$ cat config.mk
export PLATFORM = sky130hd
export DESIGN_NAME = cv32e40p_recovery_ctrl
export DESIGN_NICKNAME = d
export VERILOG_FILES = /design/src/rtl/cv32e40p_recovery_ctrl.sv
export SDC_FILE = /design/constraint.sdc
export NUM_CORES = 1
export LEC_CHECK = 0
export ABC_AREA = 1
export CAP_MARGIN = 20
export CORE_UTILIZATION = 34
export CTS_BUF_LIST = sky130_fd_sc_hd__clkbuf_16
export CTS_CLUSTER_DIAMETER = 200
export DETAILED_ROUTE_END_ITERATION = 8
export DONT_BUFFER_PORTS = 1
export PLACE_DENSITY = 0.5
export SLEW_MARGIN = 25
export SYNTH_ARGS = -nofsm -noshare
export SYNTH_HDL_FRONTEND = slang
export SYNTH_SLANG_ARGS = --single-unit
export TNS_END_PERCENT = 30
$ cat constraint.sdc
create_clock -name clk_i -period 1.6 [get_ports clk_i]
set_input_delay 0 -clock clk_i [delete_from_list [all_inputs] [get_ports clk_i]]
set_output_delay 0 -clock clk_i [all_outputs]
set_load 0.05 [all_outputs]
$ cat src/rtl/cv32e40p_recovery_ctrl.sv
`default_nettype none
// ============================================================================
// Module      : cv32e40p_recovery_ctrl
// Description : Sequences a CV32E40P rollback. It holds the core in setback,
//               copies the backup register file into the core RF two
//               registers per cycle, restores the PC, then pulses done.
// Revision    : 1.0 - initial release
// ============================================================================
module cv32e40p_recovery_ctrl #(
    parameter int NUM_REGS     = 32,
    parameter int IDLE_TIMEOUT = 255
) (
    input  logic        clk_i,
    input  logic        rst_i,
    input  logic        recovery_req_i,
    input  logic        core_idle_i,
    output logic        setback_o,
    output logic        recover_o,
    output logic        pc_recover_o,
    output logic [5:0]  bkp_raddr_a_o,
    output logic [5:0]  bkp_raddr_b_o,
    input  logic [31:0] bkp_rdata_a_i,
    input  logic [31:0] bkp_rdata_b_i,
    output logic        regfile_we_a_o,
    output logic [5:0]  regfile_waddr_a_o,
    output logic [31:0] regfile_wdata_a_o,
    output logic        regfile_we_b_o,
    output logic [5:0]  regfile_waddr_b_o,
    output logic [31:0] regfile_wdata_b_o,
    output logic        busy_o,
    output logic        done_o,
    output logic        timeout_o
);

    localparam int c_num_pairs = NUM_REGS / 2;
    localparam int c_pair_w    = $clog2(c_num_pairs);
    localparam int c_sb_w      = $clog2(IDLE_TIMEOUT + 1);

    localparam logic [c_pair_w-1:0] c_last_pair = c_pair_w'(c_num_pairs - 1);
    localparam logic [c_sb_w-1:0]   c_sb_last   = c_sb_w'(IDLE_TIMEOUT - 1);

    typedef enum logic [2:0] {
        S_IDLE       = 3'd0,
        S_SETBACK    = 3'd1,
        S_RF_RESTORE = 3'd2,
        S_RF_DRAIN   = 3'd3,
        S_CSR_PC     = 3'd4,
        S_DONE       = 3'd5
    } state_t;

    state_t              r_state;
    logic [c_sb_w-1:0]   r_sb_cnt;
    logic [c_pair_w-1:0] r_pair;
    logic                r_rd_vld;
    logic                r_wr_pend;
    logic                r_setback;
    logic                r_recover;
    logic                r_pc_recover;
    logic                r_busy;
    logic                r_done;
    logic                r_timeout;
    logic [5:0]          r_raddr_a;
    logic [5:0]          r_raddr_b;
    logic                r_we_a;
    logic                r_we_b;
    logic [5:0]          r_waddr_a;
    logic [5:0]          r_waddr_b;

    logic [4:0]          w_pair_next;
    logic                w_sb_exit_idle;
    logic                w_sb_exit_tmo;

    assign w_pair_next    = 5'(r_pair) + 5'd1;
    // r_sb_cnt counts completed SETBACK cycles minus one, so a non-zero value
    // means the state has already lasted at least two cycles at this edge.
    assign w_sb_exit_idle = (r_sb_cnt != '0) && core_idle_i;
    assign w_sb_exit_tmo  = (r_sb_cnt == c_sb_last);

    always_ff @(posedge clk_i or posedge rst_i) begin
        if (rst_i) begin
            r_state      <= S_IDLE;
            r_sb_cnt     <= '0;
            r_pair       <= '0;
            r_rd_vld     <= 1'b0;
            r_wr_pend    <= 1'b0;
            r_setback    <= 1'b0;
            r_recover    <= 1'b0;
            r_pc_recover <= 1'b0;
            r_busy       <= 1'b0;
            r_done       <= 1'b0;
            r_timeout    <= 1'b0;
            r_raddr_a    <= 6'd0;
            r_raddr_b    <= 6'd0;
            r_we_a       <= 1'b0;
            r_we_b       <= 1'b0;
            r_waddr_a    <= 6'd0;
            r_waddr_b    <= 6'd0;
        end else begin
            // Write stage trails the read stage by one cycle to meet the
            // backup memory read latency; x0 is never written.
            r_wr_pend    <= r_rd_vld;
            r_we_a       <= r_rd_vld && (r_raddr_a != 6'd0);
            r_we_b       <= r_rd_vld;
            r_waddr_a    <= r_rd_vld ? r_raddr_a : 6'd0;
            r_waddr_b    <= r_rd_vld ? r_raddr_b : 6'd0;
            r_rd_vld     <= 1'b0;
            r_done       <= 1'b0;
            r_pc_recover <= 1'b0;

            case (r_state)
                S_IDLE: begin
                    if (recovery_req_i) begin
                        r_state   <= S_SETBACK;
                        r_sb_cnt  <= '0;
                        r_setback <= 1'b1;
                        r_busy    <= 1'b1;
                        r_timeout <= 1'b0;
                    end
                end
                S_SETBACK: begin
                    if (w_sb_exit_idle || w_sb_exit_tmo) begin
                        r_state   <= S_RF_RESTORE;
                        r_pair    <= '0;
                        r_raddr_a <= 6'd0;
                        r_raddr_b <= 6'd1;
                        r_rd_vld  <= 1'b1;
                        r_recover <= 1'b1;
                        if (!w_sb_exit_idle) begin
                            r_timeout <= 1'b1;
                        end
                    end else begin
                        r_sb_cnt <= r_sb_cnt + c_sb_w'(1);
                    end
                end
                S_RF_RESTORE: begin
                    if (r_pair == c_last_pair) begin
                        r_state   <= S_RF_DRAIN;
                        r_raddr_a <= 6'd0;
                        r_raddr_b <= 6'd0;
                    end else begin
                        r_pair    <= r_pair + c_pair_w'(1);
                        r_raddr_a <= {w_pair_next, 1'b0};
                        r_raddr_b <= {w_pair_next, 1'b1};
                        r_rd_vld  <= 1'b1;
                    end
                end
                S_RF_DRAIN: begin
                    r_state      <= S_CSR_PC;
                    r_recover    <= 1'b0;
                    r_pc_recover <= 1'b1;
                end
                S_CSR_PC: begin
                    r_state   <= S_DONE;
                    r_setback <= 1'b0;
                    r_done    <= 1'b1;
                end
                S_DONE: begin
                    r_state <= S_IDLE;
                    r_busy  <= 1'b0;
                end
                default: begin
                    r_state   <= S_IDLE;
                    r_setback <= 1'b0;
                    r_recover <= 1'b0;
                    r_busy    <= 1'b0;
                end
            endcase
        end
    end

    assign setback_o         = r_setback;
    assign recover_o         = r_recover;
    assign pc_recover_o      = r_pc_recover;
    assign busy_o            = r_busy;
    assign done_o            = r_done;
    assign timeout_o         = r_timeout;
    assign bkp_raddr_a_o     = r_raddr_a;
    assign bkp_raddr_b_o     = r_raddr_b;
    assign regfile_we_a_o    = r_we_a;
    assign regfile_we_b_o    = r_we_b;
    assign regfile_waddr_a_o = r_waddr_a;
    assign regfile_waddr_b_o = r_waddr_b;
    // Backup data arrives combinationally in the write cycle; gated so the
    // write data bus reads zero whenever no write is pending (incl. reset).
    assign regfile_wdata_a_o = r_wr_pend ? bkp_rdata_a_i : 32'd0;
    assign regfile_wdata_b_o = r_wr_pend ? bkp_rdata_b_i : 32'd0;

endmodule
`default_nettype wire

After elaboration in Yosys (flattened, before gate mapping)
Index checks and enable logic that the tools add are counted.
W data, S select, Z words.
{"block": "totals", "reg_bits": 48, "in_bits": 68, "output_inout_bits": 96, "word_cells": 88}
{"block": "op_classes", "add_sub_neg": 3, "eq_ne": 13, "n_mux": 34, "bitwise": 3, "reduce_logical": 19}
{"op": "$mux W32", "count": 2}
{"op": "$mux W6", "count": 6}
{"op": "$pmux W6 S2", "count": 2}
{"op": "$mux W8", "count": 2}
{"op": "$pmux W8 S2", "count": 1}
{"op": "$pmux W3 S5", "count": 1}
{"op": "$ne A2 B2 Y1 const B", "count": 6}
{"op": "$reduce_or A4 Y1", "count": 3}
{"op": "$pmux W1 S2", "count": 5}
{"op": "$mux W1", "count": 9}
{"op": "$mux W3", "count": 3}
{"op": "$reduce_and A3 Y1", "count": 3}
{"op": "$add A8 B1 Y8 const B", "count": 1}
{"op": "$eq A8 B8 Y1 const B", "count": 1}
{"op": "$mux W4", "count": 2}
{"op": "$pmux W4 S2", "count": 1}
{"op": "$reduce_and A2 Y1", "count": 4}
{"op": "$reduce_bool A8 Y1", "count": 1}
{"op": "$eq A3 B2 Y1 const B", "count": 2}
{"op": "$eq A3 B3 Y1 const B", "count": 2}
{"op": "$reduce_bool A6 Y1", "count": 1}
{"op": "$add A4 B1 Y5 const B", "count": 1}
{"op": "$add A4 B1 Y4 const B", "count": 1}
{"op": "$eq A4 B4 Y1 const B", "count": 1}
{"op": "7 further kinds", "count": 11}

Depth between registers and ports, before layout
Gate-level depths: netlist (run 1).
{"block": "logic_depth", "word_depth": 5, "depth_mapped": 11, "ltp_nobuf": 10}

Worst setup path after synthesis (run 1)
OpenSTA, ideal clock, no wires.
{"block": "synth_path", "kind": "reg2out", "startpoint": "reg regfile_we_b_o (netlist name)", "endpoint": "out regfile_wdata_a_o[12]", "t_arrival_ns": 1.586, "t_required_ns": 1.600, "slack_ns": 0.014, "stages_incl_launch_ff": 5, "n_path_buf": 2, "cell_sequence": "dfrtp_1 clkbuf_1 buf_1 nand2_1 inv_1"}
{"item": "to (decl)", "line": "26", "rtl": "output logic [31:0] regfile_wdata_a_o,"}

Worst setup path in the final report (run 1)
{"block": "layout_path", "startpoint": "reg r_sb_cnt[0]", "endpoint": "reg r_sb_cnt[3]"}
{"block": "layout_via", "elab_chain_cells": 5, "word_cells_on_any_way": 9, "cone_classes": "add/sub: 1; eq/ne: 2; mux: 2; reduce/logical: 4"}
{"item": "from (decl)", "line": "52", "rtl": "logic [c_sb_w-1:0] r_sb_cnt;"}
{"item": "from (signal assigned)", "line": "132", "rtl": "r_sb_cnt <= r_sb_cnt + c_sb_w'(1);"}
{"item": "parallel branches: the longest is 5 deep, another holds $add A8 B1 Y8"}
Parallel ways; which one is timed is not known. The select of a mux whose other input is x is not followed.
A chain may end at the register's enable or synchronous reset.

==> impl_results.md, run 1 <==
- Status: finished, final reports clean
- Worst r2r src: r_sb_cnt[0]
- Final GP Congestion: 0.816
- Pin count of the biggest net entering global routing: 65
- Synth unique cells: 27
- Post-route DRC violation count: 0
- Adder-Cell Fraction of Synth Area: 2.24%
- Row count: 29
- Fraction of layout cells with a size suffix above 1: between 10% and 20%
- Slew Limit Fails: 0
- YS warnings: 0
- Final Total Pwr: 6.16 mW
- Relative slew slack: ~65%
- Crit Reg-Reg Endpoint: r_sb_cnt[3]
- # IOs: between 150 and 200
- Clock slew at the register clock pins of the worst setup and hold paths: about 0.050 ns
- Max incr delay on CP: 0.38 ns
- Die X: between 80 and 90 um
- Die Area: slightly below 7000 sq um
- GRT overflow: 0
- TritonCTS Buffers: 5
- Initial antenna violation count: 0
- Wire length per cell: between 10 and 15 um
- LEAKAGE: roughly 1.8 nW
- Setup violators final: 0
- H-tree depth: 2
- WP depth: 10
- Synth Instances: approximately 350
- Hold Vio Cnt, Final: 0
- Yosys top cell area share: 38.0%
- CTS tree: yes
- Setup CP Type: reg -> reg
- Die height: just over 80 um
- Reg2Reg Depth: 10
- 1st-iter DRT viols: around 60
- Number of global-route vias before repair: 1963
- CP Capture Type: flip-flop
- Final setup skew: 0.00148 ns
- Post-route ant nets: 0
- Sequential share of the synthesized area: about two fifths
- CP Cell Sequence: inv_1 -> ha_1 -> nand2_1 -> nor2_1 -> nand2_1 -> nand2_2 -> nand3_4 -> buf_4 -> nand3_1 -> nand2_1
- CP Launch Type: flip-flop
- Critical path arrival: 1.66 ns
- Routed vias/inst: roughly 4.6
- Core area: about 6300 sq um
- Starting density of the core: between 30% and 40%
- Setup crit end: r_sb_cnt[3]
- Post-route insts no fill: around 450
- Most frequent cells in the layout: 128 x nand2_1, 87 x inv_1, 33 x dfrtp_1
- Peak supply drop: roughly 1.1 mV
- Hold/Removal Path Class: in -> reg
- WL final: just over 6000 um
- Simple-Gate Fraction of Synth Area: 34.5%
- Mean area per synthesized cell: 6.41 sq um
- Synthesized area: about 2200 sq um
- Vias: slightly above 2000
- Gr usage total: 18.0%
- WP buf/inv: 2
- Yosys reg bits: 34
- Synth Area in Compound Gates: ~2.9%
- Hpwl dp: between 5000 and 6000 um
- Top fanout value on the critical path: 7
- Antenna cell count: 0
- Fmax: around 0.66 GHz
- Largest family of logic cells by synthesized area: simple AND/OR/NAND/NOR gates
- XOR/XNOR Fraction of Synth Area: 0%
- Most common cell on crit path: nand2_1
- Critical Path Start: r_sb_cnt[0]
- Pre-antenna DRT Iters: 4
- CP required: 1.76 ns
- Max-cap violations: 0
- Mux cell area share after synthesis: 0%
- Clk sinks: 34
- Top delay family on crit path: simple AND/OR/NAND/NOR gates
- Fill count: roughly 690
- Area contributors post-synth: dfrtp_1 38%, nand2_1 22%, inv_1 15%
- CTS max path bufs: 2
- Area growth from synthesis to layout: 17.6%
- Slew @ Worst Pin: 0.528 ns
- Root Driver: clkbuf_16
- Dpl cell area: between 2000 and 2500 sq um
- IO buf count: 0
- Placed insts: between 400 and 500
- Design area: roughly 2600 sq um
- Most common cell after layout, fill and taps aside: nand2_1
- Final min period: 1.50 ns
- Post-synth top area cell: dfrtp_1
- Slowest cell on crit path: dfrtp_1
- Final Net Count: 443
- Global-route wire length before repair: 9960 um
- Setup slack, reg-to-reg: roughly 0.096 ns
- Final worst path period share: between 90 and 100%
- Power density over the cells: between 2000 and 2500 nW/um^2
- Clk Latency, worst-skew pair: 0.27 ns
[layer usage]
layer / share of wire [%] / up-vias / wire length [um] / track usage [%]
met1: 44 / 936 / 2710 / 23.6
li1: - / 1031 / - / -
met2: 48 / 86 / 2970 / 29.1
met4: 0.63 / 0 / 39 / 3.29
met3: 7.8 / 5 / 484 / 5.86
met5: 0 / - / 0 / 0
[tightest hold or removal path: cells and delay by family]
| kind | cells | cell delay (ns) |
|---|---|---|
| and+or+nand+nor | 3 | 0.18 |
| buffers and inverters | 1 | 0.15 |
[logic make-up (layout without fill, tap and decap cells)]
logic type	count (synthesis)	after routing
simple gates	183	183
buf+inv	116	134
flops	34	34
compound gates	11	11
fa+ha+maj	4	4
other cells	1	6
[per-stage QoR]
| step | setup slack (ns) | utilization [%] | hold slack [ns] | TNS, ns |
|---|---|---|---|---|
| finish | 0.0957 | 41.4 | 0.0961 | 0 |
| floorplan | 0.0136 | - | 0.142 | 0 |
| detailed placement | 0.0495 | 38.1 | 0.0213 | 0 |
| global placement | 0.0797 | 38.1 | 0.0256 | 0 |
| global route | -0.0353 | 41.4 | 0.111 | -0.182 |
| CTS | 0.0343 | 40.8 | 0.0504 | 0 |
[worst min path at each step]
stage	start	endpoint	slack (ns)	depth (start not counted)
6_report	core_idle_i	r_sb_cnt[0]	0.1	4
5_1_grt	core_idle_i	r_sb_cnt[0]	0.11	4
3_3_place_gp	rst_i	r_sb_cnt[5]	0.03	2
4_1_cts	core_idle_i	r_state[0]	0.05	3
3_5_place_dp	rst_i	r_sb_cnt[5]	0.02	2
2_1_floorplan	rst_i	bkp_raddr_b_o[0]	0.14	1
[synthesized netlist by cell type]
| cell | n |
|---|---|
| nand2_1 | 129 |
| inv_1 | 87 |
| dfrtp_1 | 34 |
| nand3_1 | 18 |
| nor2_1 | 17 |
| buf_4 | 14 |
| inv_2 | 6 |
| clkbuf_1 | 5 |
| nand2_2 | 5 |
| nor3_1 | 5 |
| o21ai_0 | 5 |
| ha_1 | 4 |
| a21oi_1 | 2 |
| buf_1 | 2 |
| nand3_2 | 2 |
| nand4_1 | 2 |
| o21ai_1 | 2 |
| and3_1 | 1 |
| buf_2 | 1 |
| buf_6 | 1 |
| conb_1 | 1 |
| nand3_4 | 1 |
| nor2_2 | 1 |
| nor3_2 | 1 |
| o31ai_1 | 1 |
| o41a_1 | 1 |
| or2_1 | 1 |
[flip-flops by register name (all words and copies together) (netlist names), 3 cells and up]
name / count
bkp_raddr_b_o: 5
r_state: 3
regfile_waddr_b_o: 5
r_sb_cnt: 8
r_pair: 4
[power breakdown]
part	total, mW	switching [mW]	internal [mW]
sequential	1.60	0.518	1.09
clock	0.910	0.343	0.567
combinational	3.65	2.93	0.713
[what timing repair did]
item	4_1_cts	5_1_grt
hold buffers	3	0
endpoints found under the hold margin	36	0
buffers inserted	0	3
setup endpoints to repair	0	13
gates resized for setup	0	3
[cell type report]
cell class | instances | area (sq um) | area share, %
multi-input combinational | 204 | 925 | 35.1
sequential | 34 | 852 | 32.4
inverter | 93 | 349 | 13.3
timing repair buffer | 33 | 268 | 10.2
clock buffer | 5 | 125 | 4.76
tap | 77 | 96.3 | 3.66
clock inverter | 3 | 16.3 | 0.618
Note: power is estimated with default switching activity, not from simulation.
==> inputs of run 2 (changes only) <==
CORE_ASPECT_RATIO = 1.4   (was not set)
==> impl_results.md, run 2 (synthesis gave the netlist of run 1 again) <==
- Status: complete, but fails checks
- Failing checks: design-rule violations
- Setup violators final: 0
- Peak supply drop: ~1.1 mV
- Crit Reg-Reg Endpoint: bkp_raddr_b_o[3]
- # IOs: approximately 160
- Global-route wire length before repair: approximately 11000 um
- Fmax: ~0.7 GHz
- Reg2Reg Depth: 11
- Final min period: roughly 1.5 ns
- Die X: just over 70 um
- Hpwl dp: 5990 um
- Final setup skew: about 0.0038 ns
- Pre-antenna DRT Iters: 7
- Max-cap violations: 0
- Post-route ant nets: 0
- CTS tree: yes
- Final GP Congestion: 0.877
- Post-route DRC violation count: 36
- Comb power frac: 57.9%
- Final Total Pwr: 6.70 mW
- Pin count of the biggest net entering global routing: 66
- Max reg flops: 8
- Wire length per cell: between 15 and 20 um
- Pre-CTS setup slack: 0.0833 ns
- Most common cell after layout, fill and taps aside: nand2_1
- Hold Vio Cnt, Final: 0
- Antenna cell count: 0
- Hold/Removal Path Class: in -> reg
- CTS max path bufs: 2
- Gr usage total: between 20% and 30%
- WL final: around 7300 um
- Hold endpoint: setback_o
- GRT overflow: 0
- Setup slack, reg-to-reg: around 0.14 ns
- Most frequent cells in the layout: 128 x nand2_1, 86 x inv_1, 45 x buf_4
- CP required: 1.76 ns
- Vias: 2161
- LEAKAGE: ~2.0 nW
- TritonCTS Buffers: 5
- Slew Limit Fails: 0
- Reg with most FFs: r_sb_cnt
- Starting density of the core: a little over a third
- CP Launch Type: flip-flop
- Area growth from synthesis to layout: 24.5%
- Row count: 34
- Die height: 98.0 um
- Critical path arrival: about 1.6 ns
- Sw power: just under 4 mW
- Number of global-route vias before repair: between 2000 and 2500
- Relative slew slack: roughly 65%
- Top fanout value on the critical path: 8
- Slew @ Worst Pin: 0.520 ns
- Clock slew at the register clock pins of the worst setup and hold paths: 0.06 ns
- Clk Latency, worst-skew pair: about 0.28 ns
- H-tree depth: 2
- Setup CP Type: reg -> reg
- Clock power frac: 18.8%
- Hold Startpoint: recovery_req_i
- CP Capture Type: flip-flop
- Power density over the cells: between 2000 and 2500 nW/um^2
- Clk sinks: 34
- P_int: roughly 2.8 mW
- Root Driver: clkbuf_16
- Switching share of power: 58.4%
- Routed vias/inst: 4.71
- Fill count: 648
- IO buf count: 0
- Final Net Count: ~460
- Die Area: a little under 7000 sq um
- Initial antenna violation count: 0
- Hold path depth: 5
- 1st-iter DRT viols: 86
- Fin worst setup slack: ~0.14 ns
- Final worst path period share: 91.5%
- Worst r2r src: r_sb_cnt[0]
- Fraction of layout cells with a size suffix above 1: 18.9%
- Power share of the sequential group: 23.3%
- Core area: between 6000 and 7000 sq um
[run 2: cell count changes in the layout (fill, tap and decap cells not counted), sizes merged]
cell	delta
bufinv	+2
clkinvlp	-1
clkinv	-1
dlygate4sd3	-1
buf	+16
[run 2: worst max-delay path, stage by stage, from the launching register on]
cell and delay [ns]:
dfrtp_1 0.35, inv_2 0.05, ha_1 0.18, nand2_1 0.06, nor2_1 0.04, nand2_1 0.09
nand2_2 0.08, buf_4 0.14, nand2_1 0.10, nand2_4 0.10, nand3_1 0.08, nand2_1 0.06
[run 2: what timing repair did]
item                       in CTS  in global routing
resized for setup               0                  4
buffers inserted                0                  0
hold buffers                    2                  0
setup endpoints to repair       0                 16
hold endpoints to repair       35                  0
[run 2: power by group through the flow]
stage               combinational (mW)  clock (mW)  sequential [mW]
floorplan                         2.84           0             1.75
detailed placement                3.85           0             1.57
CTS                               3.86        1.28             1.56
global route                      4.13        1.31             1.59
finish                            3.88        1.26             1.56
global placement                  3.83           0             1.57
[run 2: area by class of cell]
type	instances	area [sq um]	share of cell area (%)
clock inverters	3	68.8	2.47
inverters	93	349	12.5
repair buffers	48	378	13.6
clock buffers	5	125	4.49
multi-input cells	204	925	33.2
flip-flops and latches	34	852	30.6
well taps	72	90.1	3.23
[run 2: how the worst max path moves through the flow]
stage | start | to | slack [ns] | depth (start not counted)
after floorplan | regfile_we_b_o | regfile_wdata_a_o[12] | 0.01 | 4
after global placement | r_sb_cnt[0] | r_sb_cnt[4] | 0.13 | 10
after detailed placement | r_sb_cnt[0] | r_sb_cnt[3] | 0.08 | 10
after CTS | r_sb_cnt[0] | r_sb_cnt[3] | 0.07 | 10
after global routing | r_sb_cnt[1] | bkp_raddr_b_o[3] | -0.003 | 11
final | r_sb_cnt[0] | bkp_raddr_b_o[3] | 0.14 | 11
[run 2: per-layer routing]
metal  vias to the layer above  GRT usage (%)  routed length (um)
li1                       1057              -                   -
met1                       947           24.2                2740
met2                       140           35.6                3510
met3                        17           5.68                 783
met4                         0           9.23                 270
met5                         -              0                   0
[run 2: through the flow]
stage	instances	area (sq um)	utilization (%)	hold WS [ns]	setup TNS, ns
finish	459	2790	44.3	0.0407	0
global route	459	2790	44.3	0.0749	-0.00345
CTS	459	2770	44.0	0.0366	0
detailed placement	449	2560	40.6	-0.161	0
global placement	449	2560	40.6	-0.166	0
floorplan	354	2260	-	0.142	0
==> inputs of run 3 (changes only) <==
CTS_BUF_LIST = not set   (was sky130_fd_sc_hd__clkbuf_16)
CTS_CLUSTER_DIAMETER = not set   (was 200)
clock period = 1.77 ns   (was 1.6 ns; I/O delays follow)
==> impl_results.md, run 3 (synthesis gave the netlist of run 1 again) <==
- Top fanout value on the critical path: 7
- Pre-antenna DRT Iters: 6
- Post-route DRC violation count: 36
- Setup crit end: recover_o
- Max reg flops: 8
- Relative slew slack: 64.9%
- Hpwl dp: 5750 um
- Post-route ant nets: 0
- Global-route wire length before repair: 9890 um
- Fmax: approximately 0.63 GHz
- RSZ-0062 raised after global routing: no
- Pin count of the biggest net entering global routing: 63
- Status: complete, but fails checks
- CTS tree: yes
- TritonCTS Buffers: 5
- Setup violators final: 0
- Vias: a little over 2000
- Max-cap violations: 0
- CP required: between 1.5 and 2 ns
- Final hold slack: 0.0161 ns
- CP Launch Type: flip-flop
- Reg2Reg Depth: 11
- Slew @ Worst Pin: 0.527 ns
- Final worst path period share: between 80% and 90%
- CP Capture Type: flip-flop
- Die Area: 6920 sq um
- Power density over the cells: 2210 nW/um^2
- CTS max path bufs: 2
- Wire length per cell: 16.4 um
- Clock slew at the register clock pins of the worst setup and hold paths: around 0.070 ns
- Die height: slightly below 100 um
- Critical Path Start: r_sb_cnt[0]
- Most frequent cells in the layout: 129 x nand2_1, 87 x inv_1, 33 x dfrtp_1
- Final Total Pwr: between 5 and 6 mW
- Clk sinks: 34
- Slew Limit Fails: 0
- Antenna cell count: 0
- Starting density of the core: 35.6%
- Peak supply drop: 0.779 mV
- Setup CP Type: reg -> reg
- Worst r2r src: r_sb_cnt[0]
- Setup TNS: 0 ns
- Area growth from synthesis to layout: 10.3%
- Hold Vio Cnt, Final: 0
- Gr usage total: 19.4%
- H-tree depth: 2
- Most common cell after layout, fill and taps aside: nand2_1
- WL final: 6970 um
- Row count: 34
- LEAKAGE: 1.75 nW
- 1st-iter DRT viols: 79
- IO buf count: 0
- Reg with most FFs: r_sb_cnt
- Hold/Removal Path Class: in -> reg
- Crit Reg-Reg Endpoint: recover_o
- Number of global-route vias before repair: roughly 1900
- Root Driver: clkbuf_8
- Failing checks: design-rule violations
- Fraction of layout cells with a size suffix above 1: between 10% and 20%
- Die X: 70.6 um
- Final GP Congestion: ~0.86
- Final min period: 1.58 ns
- Initial antenna violation count: 0
- Routed vias/inst: around 4.7
- Post-CTS sizing: 0
- Final Net Count: roughly 430
- GRT overflow: 0
- Post-CTS setup buffers: 0
- Final setup skew: around 0.0093 ns
- Core area: 6300 sq um
- Critical path arrival: 1.80 ns
- Clk Latency, worst-skew pair: about 0.29 ns
- # IOs: 164
- Setup slack, reg-to-reg: 0.19 ns
-- run 3: per-stage QoR --
step	util (%)	setup slack (ns)	cell area (sq um)	cells
global route	39.2	0.00930	2470	426
finish	39.2	0.195	2470	426
global placement	36.7	0.254	2310	416
detailed placement	36.7	0.197	2310	416
floorplan	-	0.184	2260	354
CTS	39.2	0.180	2470	426
-- run 3: metal layers --
metal  GRT usage, %  vias up  share of wire [%]
li1               -      985                  -
met1           17.2      895                 32
met2           32.6      123                 46
met3           14.8       13                 18
met4           8.31        0                3.4
met5              0        -                  0
-- run 3: critical path: stages (launching register included) --
cell     delay [ns]
dfrtp_1        0.41
inv_1          0.11
ha_1           0.15
nand2_1        0.05
nor2_1         0.09
nand2_1        0.08
nand2_2        0.10
nand3_2        0.15
buf_4          0.21
nand2_2        0.05
nand2_1        0.04
nand2_1        0.07
-- run 3: area by class of cell --
class                           instances  area [sq um]
Clock inverter                          3          68.8
Inverter                               93           349
Multi-Input combinational cell        204           910
Sequential cell                        34           852
Tap cell                               72          90.1
Clock buffer                            5          68.8
Fill cell                             693          3830
Timing Repair Buffer                   15           130
-- run 3: power by group --
group,switching (mW),internal [mW]
sequential,0.489,0.979
clock,0.299,0.564
combinational,2.64,0.479
-- run 3: timing repair --
item / in CTS / in global routing
hold endpoints to repair: 37 / 0
setup endpoints to repair: 0 / 0
hold buffers: 2 / 0
-- run 3: worst min-delay path by stage --
| stage | from | endpoint | cells after the start |
|---|---|---|---|
| finish | recovery_req_i | r_state[0] | 2 |
| global route | recovery_req_i | setback_o | 5 |
| CTS | recovery_req_i | setback_o | 5 |
| detailed placement | rst_i | recover_o | 2 |
| global placement | rst_i | timeout_o | 2 |
| floorplan | rst_i | bkp_raddr_b_o[0] | 1 |
